`config.mk`:
```
export PLATFORM = sky130hd
export DESIGN_NAME = keyed_dupe_seq_flat
export DESIGN_NICKNAME = d
export VERILOG_FILES = /design/src/rtl/keyed_dupe_pkg.sv /design/src/rtl/keyed_dupe_if.sv /design/src/rtl/keyed_route_cnt.sv /design/src/rtl/keyed_dupe_seq.sv /design/src/flat_wrapper.sv
export SDC_FILE = /design/constraint.sdc
export NUM_CORES = 1
export LEC_CHECK = 0
export ABC_AREA = 1
export CAP_MARGIN = 15
export CORE_AREA = 2 2 39 41
export CTS_BUF_LIST = sky130_fd_sc_hd__clkbuf_8
export DETAILED_ROUTE_END_ITERATION = 12
export DIE_AREA = 0 0 41 43
export DONT_BUFFER_PORTS = 1
export PLACE_DENSITY = 0.66
export SLEW_MARGIN = 20
export SYNTH_ARGS = -nofsm -noshare
export SYNTH_HDL_FRONTEND = slang
export SYNTH_HIERARCHICAL = 1
export SYNTH_SLANG_ARGS = --single-unit
```
`constraint.sdc`:
```
create_clock -name clk -period 3.21 [get_ports clk]
set_input_delay 0.321 -clock clk [delete_from_list [all_inputs] [get_ports clk]]
set_output_delay 0.321 -clock clk [all_outputs]
set_load 0.01 [all_outputs]
```
`src/rtl/keyed_dupe_pkg.sv`:
```
// rtl/keyed_dupe_pkg.sv - shared state encodings and legality check for keyed_dupe_seq
package keyed_dupe_pkg;

  typedef enum logic [2:0] {
    ST_IDLE  = 3'd0,
    ST_LOAD  = 3'd1,
    ST_RUN   = 3'd2,
    ST_CHK   = 3'd3,
    ST_CHK_D = 3'd4,
    ST_DONE  = 3'd5
  } state_t;

  // Codes 6 and 7 are unused and must recover to IDLE.
  function automatic logic is_legal(input logic [2:0] s);
    return (s <= 3'd5);
  endfunction

endpackage

```
`src/rtl/keyed_dupe_if.sv`:
```
// rtl/keyed_dupe_if.sv - control/status bundle for keyed_dupe_seq (tamper_o under KEYED_DUPE_TAMPER_FLAG_EN)
interface keyed_dupe_if #(
  parameter int KEY_W = 8
);
  logic             start;
  logic             step;
  logic             ack;
  logic [KEY_W-1:0] key;
  logic             busy_o;
  logic             load_o;
  logic             beat_o;
  logic             done_o;
  logic [2:0]       state_o;
`ifdef KEYED_DUPE_TAMPER_FLAG_EN
  logic             tamper_o;
`endif

  modport master (
    output start, step, ack, key,
`ifdef KEYED_DUPE_TAMPER_FLAG_EN
    input  tamper_o,
`endif
    input  busy_o, load_o, beat_o, done_o, state_o
  );

  modport slave (
    input  start, step, ack, key,
`ifdef KEYED_DUPE_TAMPER_FLAG_EN
    output tamper_o,
`endif
    output busy_o, load_o, beat_o, done_o, state_o
  );

endinterface

```
`src/rtl/keyed_route_cnt.sv`:
```
// rtl/keyed_route_cnt.sv - key comparator plus saturating decoy-visit counter
module keyed_route_cnt #(
  parameter int               KEY_W   = 8,
  parameter logic [KEY_W-1:0] KEY_VAL = KEY_W'(8'hA5),
  parameter int               THRESH  = 5,
  parameter int               CNT_W   = 3
) (
  input  logic             clk,
  input  logic             rst,
  input  logic [KEY_W-1:0] i_key,
  input  logic             i_inc,
  output logic             o_key_ok,
  output logic             o_corrupt
);

  logic [CNT_W-1:0] r_cnt;

  assign o_key_ok  = (i_key == KEY_VAL);
  assign o_corrupt = (r_cnt >= CNT_W'(THRESH - 1));

  // Counts every acknowledged decoy exit; parks at THRESH once corruption starts.
  always_ff @(posedge clk or posedge rst) begin
    if (rst) begin
      r_cnt <= '0;
    end else if (i_inc && (r_cnt < CNT_W'(THRESH))) begin
      r_cnt <= r_cnt + 1'b1;
    end
  end

endmodule

```
`src/rtl/keyed_dupe_seq.sv`:
```
// rtl/keyed_dupe_seq.sv - keyed duplicated-state run sequencer; optional tamper_o via KEYED_DUPE_TAMPER_FLAG_EN
module keyed_dupe_seq
  import keyed_dupe_pkg::*;
#(
  parameter int               KEY_W   = 8,
  parameter logic [KEY_W-1:0] KEY_VAL = KEY_W'(8'hA5),
  parameter int               LEN     = 4,
  parameter int               THRESH  = 5,
  parameter int               CNT_W   = 3
) (
  input  logic         clk,
  input  logic         rst,
  keyed_dupe_if.slave  bus
);

  localparam int LEN_W = (LEN > 1) ? $clog2(LEN) : 1;

  logic [2:0]       r_state;
  logic [LEN_W-1:0] r_beat_cnt;
  logic             w_legal;
  logic             w_key_ok;
  logic             w_corrupt;
  logic             w_decoy_inc;

  assign w_legal     = is_legal(r_state);
  assign w_decoy_inc = (r_state == ST_CHK_D) && bus.ack;

  keyed_route_cnt #(
    .KEY_W  (KEY_W),
    .KEY_VAL(KEY_VAL),
    .THRESH (THRESH),
    .CNT_W  (CNT_W)
  ) u_route (
    .clk      (clk),
    .rst      (rst),
    .i_key    (bus.key),
    .i_inc    (w_decoy_inc),
    .o_key_ok (w_key_ok),
    .o_corrupt(w_corrupt)
  );

  always_ff @(posedge clk or posedge rst) begin
    if (rst) begin
      r_state    <= ST_IDLE;
      r_beat_cnt <= '0;
    end else begin
      case (r_state)
        ST_IDLE: if (bus.start) r_state <= ST_LOAD;
        ST_LOAD: begin
          r_beat_cnt <= '0;
          r_state    <= ST_RUN;
        end
        ST_RUN: begin
          if (bus.step) begin
            if (r_beat_cnt == LEN_W'(LEN - 1)) begin
              r_beat_cnt <= '0;
              r_state    <= w_key_ok ? ST_CHK : ST_CHK_D;
            end else begin
              r_beat_cnt <= r_beat_cnt + 1'b1;
            end
          end
        end
        ST_CHK:   if (bus.ack) r_state <= ST_DONE;
        // The decoy looks genuine until its counter crosses the threshold.
        ST_CHK_D: if (bus.ack) r_state <= w_corrupt ? ST_LOAD : ST_DONE;
        ST_DONE:  r_state <= ST_IDLE;
        default:  r_state <= ST_IDLE;
      endcase
    end
  end

  assign bus.busy_o  = w_legal && (r_state != ST_IDLE);
  assign bus.load_o  = (r_state == ST_LOAD);
  assign bus.beat_o  = (r_state == ST_RUN) && bus.step;
  assign bus.done_o  = bus.ack && ((r_state == ST_CHK) ||
                                   ((r_state == ST_CHK_D) && !w_corrupt));
  assign bus.state_o = w_legal ? r_state : 3'd0;

`ifdef KEYED_DUPE_TAMPER_FLAG_EN
  logic r_tamper;

  always_ff @(posedge clk or posedge rst) begin
    if (rst) begin
      r_tamper <= 1'b0;
    end else if (w_decoy_inc && w_corrupt) begin
      r_tamper <= 1'b1;
    end
  end

  assign bus.tamper_o = r_tamper;
`endif

endmodule
```
`src/flat_wrapper.sv`:
```
// flat-port wrapper written by rule: the top's interface ports become plain ports
module keyed_dupe_seq_flat import keyed_dupe_pkg::*;
#(
  parameter int               KEY_W   = 8,
  parameter logic [KEY_W-1:0] KEY_VAL = KEY_W'(8'hA5),
  parameter int               LEN     = 4,
  parameter int               THRESH  = 5,
  parameter int               CNT_W   = 3
)
  (clk, rst, bus_start, bus_step, bus_ack, bus_key, bus_busy_o, bus_load_o, bus_beat_o, bus_done_o, bus_state_o);
  keyed_dupe_if #(.KEY_W(KEY_W)) bus_i ();
  input  logic clk;
  input  logic rst;
  input wire logic [$bits(bus_i.start)-1:0] bus_start;
  input wire logic [$bits(bus_i.step)-1:0] bus_step;
  input wire logic [$bits(bus_i.ack)-1:0] bus_ack;
  input wire logic [$bits(bus_i.key)-1:0] bus_key;
  output wire logic [$bits(bus_i.busy_o)-1:0] bus_busy_o;
  output wire logic [$bits(bus_i.load_o)-1:0] bus_load_o;
  output wire logic [$bits(bus_i.beat_o)-1:0] bus_beat_o;
  output wire logic [$bits(bus_i.done_o)-1:0] bus_done_o;
  output wire logic [$bits(bus_i.state_o)-1:0] bus_state_o;
  assign bus_i.start = bus_start;
  assign bus_i.step = bus_step;
  assign bus_i.ack = bus_ack;
  assign bus_i.key = bus_key;
  assign bus_busy_o = bus_i.busy_o;
  assign bus_load_o = bus_i.load_o;
  assign bus_beat_o = bus_i.beat_o;
  assign bus_done_o = bus_i.done_o;
  assign bus_state_o = bus_i.state_o;
  keyed_dupe_seq #(.KEY_W(KEY_W), .KEY_VAL(KEY_VAL), .LEN(LEN), .THRESH(THRESH), .CNT_W(CNT_W)) u_core (.clk(clk), .rst(rst), .bus(bus_i));
endmodule
```
[Yosys cells after proc, flatten, opt, wreduce, memory -nomap -nowiden]
Index checks and enable logic that the tools add are counted.
Widths: inputs -> output; s select.
Word-level totals
  flip-flop bits (word level): 8
  input bits: 13
Cells by class
  $add $sub $neg: 2
  magnitude comparators: 3
  equality and inequality tests: 11
  mux-type cells: 12
  reductions and logical operators: 13
Operator list (count)
  $mux 3: 8
  $pmux 3 s5: 1
  $eq 8x8->1 const B: 1
  $ne 2x2->1 const B: 4
  $eq 3x2->1 const B: 2
  $logic_and 1x1->1: 6
  $reduce_and 5->1: 1
  $mux 2: 2
  $pmux 2 s2: 1
  $add 3x1->3 const B: 1
  $eq 3x1->1 const B: 1
  $eq 3x3->1 const B: 1
  $ge 3x3->1 const B: 1
  $le 3x3->1 const B: 1
  $logic_not 3->1: 1
  $lt 3x3->1 const B: 1
  $reduce_bool 3->1: 1
  $add 2x1->2 const B: 1
  $eq 2x2->1 const B: 1
  $ne 2x1->1 const B: 1
  $reduce_and 2->1: 1
  $reduce_bool 2->1: 1
  $logic_not 1->1: 1
  $logic_or 1x1->1: 1

[Logic depth before layout (Yosys ltp)]
  word-level depth: 5
  mapped depth: 8

[Cells and area by module]
Netlist, hierarchy kept.
By module, submodules not included
  keyed_dupe_seq: instances 1, cells each 64, area an instance 436.7 um2, sequential area each 125.1 um2
  keyed_route_cnt: instances 1, cells each 26, area an instance 195.2 um2, sequential area each 75.1 um2

[Worst setup path after synthesis]
No wires, ideal clock.
  kind: flip-flop to flip-flop
  start point: reg u_core.r_state[1]
  end point: reg u_core.u_route.r_cnt[2]
  library setup time: 0.121 ns
  arrival: 1.204 ns
  required time: 3.089 ns
  path slack: 1.886 ns
  stages on the path, launching flop included: 8
  period minus slack after synthesis: 1.324 ns
  path through: dfrtp_1 buf_6 nor2_2 nand2_1 nor2_1 nand3_1 nor3_1 nor2_1
Between the ends
  word-level cells in the longest chain between the ends: 3
RTL lines
  start, declared: line keyed_dupe_seq.sv:18  | logic [2:0] r_state;
  start signal, assigned: line keyed_dupe_seq.sv:57  | r_state <= w_key_ok ? ST_CHK : ST_CHK_D;
  start signal, assigned: line keyed_dupe_seq.sv:65  | ST_CHK_D: if (bus.ack) r_state <= w_corrupt ? ST_LOAD : ST_DONE;
  $eq 3x3->1: line keyed_dupe_seq.sv:26  | assign w_decoy_inc = (r_state == ST_CHK_D) && bus.ack;
  $logic_and 1x1->1: line keyed_dupe_seq.sv:26
  via u_core.w_decoy_inc: line keyed_dupe_seq.sv:23  | logic w_decoy_inc;
  $logic_and 1x1->1: line keyed_route_cnt.sv:25  | end else if (i_inc && (r_cnt < CNT_W'(THRESH))) begin
  end signal, assigned: line keyed_route_cnt.sv:26  | r_cnt <= r_cnt + 1'b1;
  end, declared: line keyed_route_cnt.sv:16  | logic [CNT_W-1:0] r_cnt;
The timed path passes the listed nets, and every way through them passes these cells.
A chain may end at the register's enable or synchronous reset.

[Final worst setup path]
  start point: reg u_core.r_state[2]
  end point: out bus_done_o
Between the ends
  word-level cells in the longest chain between the ends: 4
RTL lines
  $eq 3x3->1: line keyed_dupe_seq.sv:76  | ((r_state == ST_CHK_D) && !w_corrupt));
  $logic_and 1x1->1: line keyed_dupe_seq.sv:76
  $logic_or 1x1->1 (*): line keyed_dupe_seq.sv:75  | assign bus.done_o = bus.ack && ((r_state == ST_CHK) ||
  $logic_and 1x1->1 (*): line keyed_dupe_seq.sv:75
  end, declared: line flat_wrapper.sv:21  | output wire logic [$bits(bus_i.done_o)-1:0] bus_done_o;
Mark *: on every way between the ends. The rest lies on a longest branch, timed or not.

==> summary.md <==
| Metric | Value |
|---|---|
| Status | complete, no violations |
| CP max stage delay | roughly 0.51 ns |
| Fmax | 626 MHz |
| Die Area | 0.00176 mm² |
| Later-pin clock latency in the skew report | 0.22 ns |
| Final setup vio count | 0 |
| Worst-margin pin slew | roughly 0.39 ns |
| Average size of a mapped cell | between 7 and 8 µm² |
| Total track usage | ~16% |
| Initial core utilization | 45.7% |
| CP required | between 2 and 3 ns |
| Clock Sinks | 8 |
| Worst hold path cell count | 4 |
| ANT cells | 0 |
| Pwr dens | around 900 mW/mm² |
| DRT iter0 DRCs | 6 |
| P_leak | 0.346 nW |
| Fin. Hold Viols | 0 |
| Hold wc startpoint | bus_start |
| Initial antenna violation count | 0 |
| HPWL Detailed | 956 µm |
| Most common cell after layout, fill and taps aside | nand2_1 |
| CP cell instances | inv_2 > nand3_1 > a21oi_1 |
| Worst R2R Setup Slack | ~1.7 ns |
| CTS tree | yes |
| Root Driver | clkbuf_8 |
| FF+latch count, synth | 8 |
| Reg2reg start | u_core/r_state[1]$_DFFE_PP0P_ |
| Worst flop-to-flop path endpoint | u_core/u_route/r_cnt[2]$_DFFE_PP0P_ |
| Hold EP | u_core/r_state[2]$_DFFE_PP0P_ |
| RSZ-0062 raised after global routing | false |
| Core Region | 0.00138 mm² |
| Final Slew Violations | 0 |
| Crit-path slowest cell | dfrtp_1 |
| Crit end category | output pin |
| First-pass GRT wire length | around 1900 µm |
| GRT overflow | 0 |
| CTS max path bufs | 2 |
| Setup bufs post-CTS | 0 |
| Wire per inst | between 10 and 15 µm |
| CTS clock-pin slew for the worst setup and hold paths | around 0.040 ns |
| Die Width | 41 µm |
| Layout cells sized above 1 | a little under a fifth |
| # rows | 14 |
| WS Path Type | reg2out |
| Largest net degree at the start of global routing | 9 |
| VDD IR max | around 0.33 mV |
| DRT antenna net count | 0 |
| Setup TNS | 0 ns |
| WL final | approximately 1100 µm |
| Number of buffers created by CTS | 3 |
| Drt first pass iters | 4 |
| Final Critical Period | 1.60 ns |
| Max H-tree Level | 1 |
| Die Y | 43 µm |
| Vias in the first global route | 492 |
| Commonest cells after routing, fill and taps aside | nand2_1 (15), inv_1 (14), nand3_1 (12) |
| Yosys warns | 6 |
| Cell count after synthesis | 90 |
| CP max FO | 8 |
| Port Buf Inserts | 0 |
| R2R cell count | 6 |
| Period utilization | 49.7% |
| Via count | around 530 |
| Mapped cell area | ~630 µm² |
| Unique masters post-synth | 18 |
| Worst Skew | between 0.0015 and 0.002 ns |
| Worst Hold Class | in2reg |
| DRC | 0 |
| Post-synth net total | about 110 |
| Routed vias/inst | between 4 and 5 |
| Seq/Total Area, Yosys | between 30% and 40% |
| Final nets | 109 |
| Slew HR | 74.1% |
| Critical Path AT | ~1.3 ns |
| I/O pin total | 20 |
| GPL Wtd Cong | 0.650 |
| Area Overhead vs Synth | 7.13% |
| Max-cap violation count | 0 |
| Final core utilization | between 40% and 50% |
| Startpoint Class | register |
==> worst max-delay path by stage <==
stage / cells after the start / from / slack (ns) / to
after floorplan: 7 / u_core/r_state[1]$_DFFE_PP0P_ / 1.89 / u_core/u_route/r_cnt[2]$_DFFE_PP0P_
after global placement: 6 / u_core/r_state[1]$_DFFE_PP0P_ / 1.81 / u_core/u_route/r_cnt[2]$_DFFE_PP0P_
after detailed placement: 6 / u_core/r_state[1]$_DFFE_PP0P_ / 1.75 / u_core/u_route/r_cnt[2]$_DFFE_PP0P_
after CTS: 3 / u_core/r_state[2]$_DFFE_PP0P_ / 1.60 / bus_done_o
after global routing: 3 / u_core/r_state[2]$_DFFE_PP0P_ / 1.55 / bus_done_o
final: 3 / u_core/r_state[2]$_DFFE_PP0P_ / 1.61 / bus_done_o
==> report_power, final <==
group          switching [W]  internal, W  total, W
Clock              0.0000342    0.0000808  0.000115
Sequential         0.0000687     0.000143  0.000212
Combinational       0.000184    0.0000966  0.000280
==> registers in the layout, indices dropped and copies added, names as in the netlist <==
signal / cells
u_core/r_beat_cnt: 2
u_core/r_state: 3
u_core/u_route/r_cnt: 3
==> synthesized netlist by cell type, drive strengths merged <==
cell type / number / area, µm²
nand4: 3 / 18.8
ha: 3 / 37.5
dfrtp: 8 / 200
nand2: 19 / 81.3
inv: 17 / 63.8
o21ai: 6 / 41.3
buf: 2 / 22.5
nor2: 12 / 62.6
nand3: 13 / 70.1
clkbuf: 1 / 3.75
nor3: 2 / 10.0
a21oi: 4 / 20.0
==> worst max-delay path: cells and delay by family (launching register included) <==
kind,cells,cell delay (ns)
and+or+nand+nor,1,0.12
buffers and inverters,1,0.14
AOI/OAI and AO/OA,1,0.28
DFF,1,0.51
==> through the flow <==
| stage | setup slack (ns) | total power (W) | instances | area [µm²] | hold WS [ns] |
|---|---|---|---|---|---|
| floorplan | 1.89 | 0.000465 | 90 | 632 | 0.0746 |
| CTS | 1.60 | 0.000618 | 107 | 677 | 0.402 |
| global placement | 1.81 | 0.000492 | 103 | 626 | 0.0874 |
| finish | 1.61 | 0.000607 | 107 | 677 | 0.401 |
| detailed placement | 1.75 | 0.000498 | 103 | 626 | 0.0831 |
| global route | 1.55 | 0.000674 | 107 | 677 | 0.435 |
==> cell families (layout without fill, tap and decap cells) <==
logic type | count (synthesis) | after routing | share of synthesized area [%]
adder cells (fa/ha/maj) | 3 | 3 | 5.94
flip-flops | 8 | 8 | 31.7
buffers and inverters | 20 | 21 | 14.3
AO/OA/AOI/OAI | 10 | 10 | 9.70
AND/OR/NAND/NOR | 49 | 49 | 38.4
==> per-layer routing <==
metal  part of all wire, %  vias to the layer above  routed length (µm)  global-route usage (%)
met5                     0                        -                   0                       0
met4                     0                        0                   0                    8.00
met3                   2.8                        0                  32                    3.14
met2                    53                        8                 602                    25.6
met1                    44                      235                 493                    18.2
li1                      -                      290                   -                       -
==> area by class of cell <==
type                            count  area [µm²]
Fill cell                         146         707
Multi-Input combinational cell     62         342
Sequential cell                     8         200
Inverter                           17        63.8
Clock buffer                        3        41.3
Tap cell                           16        20.0
Timing Repair Buffer                1        10.0
==> what timing repair did <==
item                      4_1_cts  5_1_grt
hold buffers                    1        0
hold endpoints to repair        8        0
resized for setup               0        0
No activity file was read; power rests on OpenSTA's default activity.
